### src/rtl/regfile_wb_arbiter.sv
// Purpose: shares the register-file write port among NUM_REQ result producers and tracks outstanding writes per register.
// Latency: grant is combinational (0 cycles); the accepted write appears on wr_* one cycle later for exactly one cycle.
// Backpressure: at most one one-hot req_ready per cycle; losers hold req_rd/req_data until granted. No grants while rst is high.
//
// Ports:
//   clk, rst                       - clock, synchronous active-high reset
//   req_valid/req_rd/req_data      - packed per-requester write-back requests (requester i at slice i)
//   req_ready                      - one-hot grant, combinational from req_valid and arbiter state
//   wr_en/wr_addr/wr_data          - registered write toward the register file (x0 writes suppressed)
//   iss_valid/iss_rd               - issuing instruction marks its destination busy
//   chk_rs1/chk_rs2/chk_rd, hazard - hazard query against the registered scoreboard
//   busy                           - scoreboard, bit n set while a write to xn is outstanding
//
// Build option: define RR_ARB_EN for round-robin arbitration; otherwise fixed priority (lowest index wins).

module regfile_wb_arbiter #(
    parameter int NUM_REQ = 3,
    parameter int XLEN    = 32,
    parameter int ADDR_W  = 5
) (
    input  logic                      clk,
    input  logic                      rst,
    input  logic [NUM_REQ-1:0]        req_valid,
    input  logic [NUM_REQ*ADDR_W-1:0] req_rd,
    input  logic [NUM_REQ*XLEN-1:0]   req_data,
    output logic [NUM_REQ-1:0]        req_ready,
    output logic                      wr_en,
    output logic [ADDR_W-1:0]         wr_addr,
    output logic [XLEN-1:0]           wr_data,
    input  logic                      iss_valid,
    input  logic [ADDR_W-1:0]         iss_rd,
    input  logic [ADDR_W-1:0]         chk_rs1,
    input  logic [ADDR_W-1:0]         chk_rs2,
    input  logic [ADDR_W-1:0]         chk_rd,
    output logic                      hazard,
    output logic [31:0]               busy
);

    localparam int IDX_W = $clog2(NUM_REQ);

    logic              gnt_found;
    logic [IDX_W-1:0]  gnt_idx;
    logic [ADDR_W-1:0] gnt_rd;
    logic [XLEN-1:0]   gnt_data;
    logic              wr_fire;
    logic [31:0]       busy_q;
    logic [31:0]       busy_nxt;

`ifdef RR_ARB_EN
    // Index of the most recent winner; search begins one past it.
    logic [IDX_W-1:0] ptr_q;
    int               cand;

    always_comb begin
        gnt_found = 1'b0;
        gnt_idx   = '0;
        cand      = 0;
        for (int k = 1; k <= NUM_REQ; k++) begin
            cand = (int'(ptr_q) + k) % NUM_REQ;
            if (!gnt_found && req_valid[cand]) begin
                gnt_found = 1'b1;
                gnt_idx   = IDX_W'(cand);
            end
        end
        if (rst) begin
            gnt_found = 1'b0;
        end
    end

    always_ff @(posedge clk) begin
        if (rst) begin
            ptr_q <= IDX_W'(NUM_REQ - 1);
        end else if (gnt_found) begin
            ptr_q <= gnt_idx;
        end
    end
`else
    always_comb begin
        gnt_found = 1'b0;
        gnt_idx   = '0;
        for (int k = 0; k < NUM_REQ; k++) begin
            if (!gnt_found && req_valid[k]) begin
                gnt_found = 1'b1;
                gnt_idx   = IDX_W'(k);
            end
        end
        if (rst) begin
            gnt_found = 1'b0;
        end
    end
`endif

    assign req_ready = gnt_found ? (NUM_REQ'(1) << gnt_idx) : '0;
    assign gnt_rd    = req_rd[gnt_idx*ADDR_W +: ADDR_W];
    assign gnt_data  = req_data[gnt_idx*XLEN +: XLEN];

    // Writes to x0 are accepted but never reach the register file.
    assign wr_fire   = gnt_found && (gnt_rd != '0);

    // Clear first, then set: a same-edge issue to the register being
    // written back means a newer producer is still pending.
    always_comb begin
        busy_nxt = busy_q;
        if (wr_fire) begin
            busy_nxt[gnt_rd] = 1'b0;
        end
        if (iss_valid && (iss_rd != '0)) begin
            busy_nxt[iss_rd] = 1'b1;
        end
        busy_nxt[0] = 1'b0;
    end

    always_ff @(posedge clk) begin
        if (rst) begin
            wr_en   <= 1'b0;
            wr_addr <= '0;
            wr_data <= '0;
            busy_q  <= '0;
        end else begin
            wr_en  <= wr_fire;
            busy_q <= busy_nxt;
            if (wr_fire) begin
                wr_addr <= gnt_rd;
                wr_data <= gnt_data;
            end
        end
    end

    assign busy   = busy_q;
    assign hazard = busy_q[chk_rs1] | busy_q[chk_rs2] | busy_q[chk_rd];

endmodule

### config.mk
export PLATFORM = sky130hd
export DESIGN_NAME = regfile_wb_arbiter
export DESIGN_NICKNAME = d
export VERILOG_FILES = /design/src/rtl/regfile_wb_arbiter.sv
export SDC_FILE = /design/constraint.sdc
export NUM_CORES = 1
export LEC_CHECK = 0
export BUFFER_PORTS_ARGS = -buffer_cell sky130_fd_sc_hd__buf_2
export CAP_MARGIN = 10
export CORE_MARGIN = 2
export CORE_UTILIZATION = 45
export DETAILED_ROUTE_END_ITERATION = 12
export HOLD_SLACK_MARGIN = 0.06
export PLACE_DENSITY = 0.78
export SYNTH_ARGS = -nofsm -noshare
export SYNTH_HDL_FRONTEND = slang
export SYNTH_SLANG_ARGS = --single-unit
### constraint.sdc
create_clock -name clk -period 3.2 [get_ports clk]
set_input_delay 0.48 -clock clk [delete_from_list [all_inputs] [get_ports clk]]
set_output_delay 0.48 -clock clk [all_outputs]
set_load 0.02 [all_outputs]
Word-level counts from Yosys, hierarchy flattened
Index checks and enable logic that the tools add are counted.

word-level totals
  bits in registers = 70
  bits of input ports = 137
  output and inout bits = 74
  word-level logic and storage cells = 50

operators by class
  multipliers = 1
  $lt $le $gt $ge = 7
  shifts and indexed selects = 3
  mux-type cells = 19
  bitwise logic cells = 5
  reduce and logical (&&, ||, !) cells = 10

operators with widths
  kind                 number
  $shiftx 96x8->32     1
  $mux 32              2
  $and 32x32->32       1
  $not 32->32          1
  $or 32x32->32        1
  $lt 5x6->1 const B   5
  $bmux 1 s5           3
  $shiftx 15x6->5      1
  $demux 1 s5          2
  $ge 5x1->1 const B   2
  $mux 1               10
  $reduce_bool 5->1    2
  $logic_and 1x1->1    6
  $mul 2x3->5 const B  1
  $mux 3               1
  $shl 1x2->3 const A  1
  $logic_not 1->1      2
  $mux 2               1
  $or 1x1->1           2

Logic depth before layout (Yosys ltp)
Gate-level depths: netlist of run 1.

  depth in word-level cells = 18
  gate-level depth with buffers = 9

Least setup slack after synthesis of run 1
Ideal clock, no wire load.

  kind = input -> output
  from = input port chk_rs1[0]
  to = output port hazard
  arrival time = 2.098 ns
  required time = 2.720 ns
  setup slack = 0.622 ns
  cell stages on the path = 6
  buffers on the path = 1
  cell sequence = clkbuf_1 > mux4_2 > a21oi_1 > o21ai_0 > a221oi_1 > nand4_1

on the way
  cells in the longest elaborated chain, start to end = 4

ends and longest elaborated chain
  element                       line  RTL
  start, declared               32    input logic [ADDR_W-1:0] chk_rs1,
  $bmux 1 s5                    130   assign hazard = busy_q[chk_rs1] | busy_q[chk_rs2] | busy_q[chk_rd];
  $mux 1 (implied by the code)  130
  $or 1x1->1 (2 in a row)       130
  end, declared                 35    output logic hazard,

Every way passes these cells. The select of a mux whose other input is x is not followed.

Worst setup path in the final report of run 1
  from = input port chk_rd[0]
  to = output port hazard

on the way
  cells in the longest elaborated chain, start to end = 3

ends and longest elaborated chain
  element                       line  RTL
  start, declared               34    input logic [ADDR_W-1:0] chk_rd,
  $bmux 1 s5                    130
  $mux 1 (implied by the code)  130
  $or 1x1->1                    130

Every way passes these cells. The select of a mux whose other input is x is not followed.

==> flow_summary.json, run 1 <==
{
  "status": "complete, no violations",
  "hold_viol_final": 0,
  "post-place-ws_ps": 492,
  "syn_area_sq_um": 4320,
  "synth.distinct_cells": 45,
  "hp-start": "iss_rd[1]",
  "synth-edff-count": 0,
  "ys_ff_latch": 69,
  "mostFrequentLayoutCell": "buf_2",
  "p_leak_nw": 2.77,
  "firstDrtPassIters": 5,
  "nFillCells": 849,
  "io_pins": 211,
  "yosysTopAreaCell": "dfxtp_1",
  "fin_crit_ps": 2530,
  "setup_tns_ps": 0,
  "grt_start_max_net_pins": 65,
  "cp_num_buf_inv": 2,
  "yosys.area.top_type_share": 0.319,
  "worst-endpoint-arrival_ps": 2050,
  "grt_pass1_vias": 4462,
  "finalClockSkew_ps": 0,
  "ir_drop_uv": 287,
  "reg2reg_from": "busy[2]$_SDFF_PP0_",
  "drive_above_1_share": 0.366,
  "multiInputGateArea_sq_um": 2730,
  "cts_sinks": 69,
  "total_power_w": 0.00233,
  "path_max_fanout": 9,
  "dp_hpwl_microns": 11100,
  "antenna_found_initial": 3,
  "overflow": 0,
  "relSlewSlack": 0.592,
  "viasPerCell": 5.46,
  "crit_path_start_kind": "primary input",
  "fin_nets": 837,
  "drtIter0Drc": 204,
  "yosysSeqAreaShare": 0.319,
  "critical_path_class": "primary input to output pin",
  "critPathLaunch": "chk_rd[0]",
  "avgSynthCellArea_sq_um": 8.46,
  "fmax_ghz": 0.396,
  "vias": 4572,
  "wl_per_cell_microns": 16.6,
  "hp-class": "primary input to flop",
  "die_x_microns": 102,
  "postRouteAntennaNets": 0,
  "grt_pass1_wl_microns": 21500,
  "cp_slowest_cell": "mux4_2",
  "end_kind": "output pin",
  "stdcell_area_sq_um": 5680,
  "clock_latency_ps": 350,
  "clk_pin_slew_worst_paths_ps": 70,
  "ys.flop_type": "dfxtp_1",
  "synth_warnings": 0,
  "die-area_sq_um": 10400,
  "cp_common_cell": "buf_2",
  "drc": 0,
  "synth_cells": 511,
  "final.period_utilization": 0.789,
  "synthArstFlopShare": 0,
  "powerDensity_nw_per_um2": 409,
  "start_util": 0.466,
  "drv_cap": 0,
  "cts_buffers": 9,
  "required_ps": 2720,
  "grtUsageTotal": 0.269,
  "wl_microns": 13900,
  "dieHeight_microns": 102,
  "placedInstanceArea_sq_um": 5420,
  "cpPeakStageDelay_ps": 540,
  "fp.coreArea_sq_um": 9280,
  "cts_tree": "yes",
  "rsz0062_at_grt": "false",
  "cts_hold_buf": 0,
  "synth_area_leaders": "dfxtp_1 32%, mux2i_1 17%, mux4_2 10%, o21ai_0 6.0%, nand2_1 5.8%",
  "clock_path_buffers": 2,
  "clockRootBuffer": "clkbuf_8",
  "setup_slack_ps": 675,
  "cts_max_level": 3,
  "ff_latch_area_sq_um": 1380,
  "worst_slew_pin_slew_ps": 609,
  "cts_setup_buffers": 0,
  "fp-row-count": 35,
  "place_congestion": 0.955,
  "mostFrequentLayoutCells": "209 x buf_2, 74 x mux2i_1, 69 x dfxtp_1",
  "slew_viol_final": 0,
  "critPathTopFamily": "multiplexers",
  "crit_chain": "buf_2 -> mux4_2 -> nor2b_1 -> o21ai_0 -> a221oi_1 -> nand4_1 -> buf_2",
  "ctsResizeCount": 0,
  "port-buffer-count": 209,
  "synth_nets": 648,
  "setup_viol": 0,
  "area.growth.synth_to_final_pct": 31.4
}
## final timing paths
kind                               to  cells past startpoint  slack, ps
max                            hazard                      7        670
min                busy[1]$_SDFF_PP0_                      2        380
max reg2reg        busy[2]$_SDFF_PP0_                      3       2360
min reg2reg  wr_data[22]$_SDFFE_PP0N_                      2        500
## power breakdown
group	internal (W)	switching [W]
registers	0.000900	0.0000278
clock network	0.000561	0.000339
logic	0.000209	0.000288
## routing by layer
metal,global-route usage,part of all wire,vias to the layer above
li1,-,-,2205
met1,0.307,0.38,2094
met2,0.479,0.51,239
met3,0.0499,0.080,34
met4,0.135,0.032,0
met5,0,0,-
## logic make-up after synthesis
kind of cell | count (synthesis) | share of synthesized area
AND/OR/NAND/NOR | 173 | 0.187
AO/OA/AOI/OAI | 124 | 0.161
multiplexers | 96 | 0.281
buffers and inverters | 48 | 0.0509
flip-flops | 69 | 0.319
other | 1 | 0.000867
## state kept, by name, indices dropped and copies added, names as in the netlist
signal	count
wr_data	32
wr_addr	5
wr_en	1
busy	31
## synthesized netlist by cell type, types with 3 or more instances
cell      number
o21ai_0       52
and3b_1        4
nand3_1       11
clkbuf_1      23
dfxtp_1       69
inv_1         11
nor3_1         5
nor2_1        48
o21ai_1       24
nand4_1        3
nor3b_1        4
buf_2          5
nand2b_1       7
a22oi_1        4
mux2i_1       74
nor2b_1       12
a21oi_1       29
nand3b_1       3
mux4_2        20
nand2_1       67
buf_1          4
## per-stage QoR
stage / hold WS (ps) / utilization / cells
after global routing: 379 / 0.612 / 837
after detailed placement: 487 / 0.583 / 818
after global placement: 471 / 0.583 / 818
final: 380 / 0.612 / 837
after CTS: 367 / 0.611 / 834
after floorplan: 580 / - / 511
## final cells by class
class	instances	share of cell area
sequential	69	0.243
clock buffer	11	0.0266
antenna	3	0.00132
multi-input combinational	394	0.481
tap	129	0.0284
clock inverter	5	0.0187
timing repair buffer	214	0.193
inverter	12	0.00793
Power figures use the tool's default switching activity.
==> run 2: changes to the inputs <==
Clock period 3.2 ns to 2.55 ns, I/O delays scaled along.
==> flow_summary.json, run 2 (synthesis results as in run 1) <==
{
  "rsz0062_at_grt": "false",
  "grt_pass1_vias": 4457,
  "start_util": 0.466,
  "clock_path_buffers": 2,
  "area.growth.synth_to_final_pct": 32.6,
  "final.period_utilization": 0.911,
  "vias": 4599,
  "setup_viol": 0,
  "firstDrtPassIters": 4,
  "busiest_layer": "met2",
  "overflow": 0,
  "grtUsageTotal": 0.265,
  "cts_tree": "yes",
  "io_pins": 211,
  "die_x_microns": 102,
  "required_ps": 2170,
  "wl_microns": 13800,
  "mostFrequentLayoutCell": "buf_2",
  "antenna_found_initial": 0,
  "hp-class": "primary input to flop",
  "ctsResizeCount": 0,
  "end_kind": "output pin",
  "p_int_w": 0.00208,
  "drc": 0,
  "grt_start_max_net_pins": 65,
  "diodes": 0,
  "seq_power_share": 0.405,
  "p_leak_nw": 2.81,
  "relSlewSlack": 0.593,
  "reg2reg_from": "busy[3]$_SDFF_PP0_",
  "netSwitchingPower_w": 0.000792,
  "viasPerCell": 5.47,
  "drive_above_1_share": 0.369,
  "crit_path_start_kind": "flop",
  "wl_per_cell_microns": 16.4,
  "slew_viol_final": 0,
  "critical_path_class": "flop to output pin",
  "p_clk_frac": 0.372,
  "powerDensity_nw_per_um2": 501,
  "fmax_ghz": 0.430,
  "critPathTopFamily": "multiplexers",
  "hp-start": "iss_rd[1]",
  "drtIter0Drc": 200,
  "drv_cap": 0,
  "cts_sinks": 69,
  "dieHeight_microns": 102,
  "cpPeakStageDelay_ps": 490,
  "status": "complete, no violations",
  "fin_util": 0.618,
  "path_max_fanout": 5,
  "cp_num_buf_inv": 1,
  "cts_max_level": 3,
  "grt_pass1_wl_microns": 21300,
  "fin_crit_ps": 2320,
  "hold_viol_final": 0,
  "cts_hold_buf": 0,
  "critPathLaunch": "busy[7]$_SDFF_PP0_",
  "cts_buffers": 9,
  "largest_reg_flops": 32,
  "finalClockSkew_ps": 0,
  "clock_latency_ps": 340,
  "clockRootBuffer": "clkbuf_8",
  "regMostFlops": "wr_data",
  "crit_chain": "mux4_2 -> mux2_2 -> nand2_1 -> o21ai_0 -> nand2b_1 -> nand4_1 -> buf_2",
  "grt.met1_usage": 0.295,
  "grtUsageMet2": 0.490,
  "fin_nets": 844,
  "port-buffer-count": 209,
  "die-area_sq_um": 10400,
  "setup_tns_ps": 0,
  "mostFrequentLayoutCells": "209 x buf_2, 74 x mux2i_1, 69 x dfxtp_1",
  "fp.coreArea_sq_um": 9280,
  "place_congestion": 0.942,
  "worst-endpoint-arrival_ps": 1940,
  "fp-row-count": 35,
  "power_frac_comb": 0.223,
  "ir_drop_uv": 373,
  "clk_pin_slew_worst_paths_ps": 70,
  "grt_use_met3": 0.0404,
  "dp_hpwl_microns": 11000,
  "p_sw_frac": 0.276,
  "worst_slew_pin_slew_ps": 608,
  "postRouteAntennaNets": 0,
  "nFillCells": 834,
  "cts_setup_buffers": 0,
  "cp_slowest_cell": "mux4_2"
}
[run 2: worst reg2reg max path: cells and delay by family, from the launching register on]
kind / cells / cell delay, ps
DFF: 1 / 420
and+or+nand+nor: 1 / 170
AOI/OAI and AO/OA: 2 / 190
[run 2: metal layers]
layer	routed length, microns	share of wire
met5	0	0
met4	491	0.036
met3	950	0.069
met2	7150	0.52
met1	5220	0.38
[run 2: area by class of cell]
class | count | area, sq um | area share
Clock buffer | 12 | 145 | 0.0253
Inverter | 12 | 45.0 | 0.00786
Multi-Input combinational cell | 394 | 2730 | 0.477
Timing Repair Buffer | 221 | 1170 | 0.205
Tap cell | 129 | 161 | 0.0281
Sequential cell | 69 | 1380 | 0.241
Clock inverter | 4 | 95.1 | 0.0166
[run 2: per-stage QoR]
step / total power (W) / instance area [sq um] / std cells / hold slack (ps) / worst slack, ps
global route: 0.00298 / 5730 / 841 / 297 / 74.3
global placement: 0.00181 / 5490 / 825 / 473 / 201
floorplan: 0.00157 / 4320 / 511 / 485 / 167
detailed placement: 0.00183 / 5490 / 825 / 489 / 129
CTS: 0.00288 / 5730 / 841 / 274 / 198
finish: 0.00287 / 5730 / 841 / 284 / 227
[run 2: final timing paths]
check / to / slack (ps) / cells past startpoint
max: hazard / 230 / 7
min: busy[1]$_SDFF_PP0_ / 280 / 2
max reg2reg: busy[3]$_SDFF_PP0_ / 1710 / 3
min reg2reg: wr_data[4]$_SDFFE_PP0N_ / 500 / 2
[run 2: power by group through the flow]
stage                     Clock (W)  Combinational [W]  Sequential (W)
after floorplan                   0           0.000323         0.00124
after global placement            0           0.000621         0.00118
after detailed placement          0           0.000640         0.00119
after CTS                   0.00108           0.000640         0.00116
after global routing        0.00112           0.000698         0.00117
final                       0.00107           0.000640         0.00116
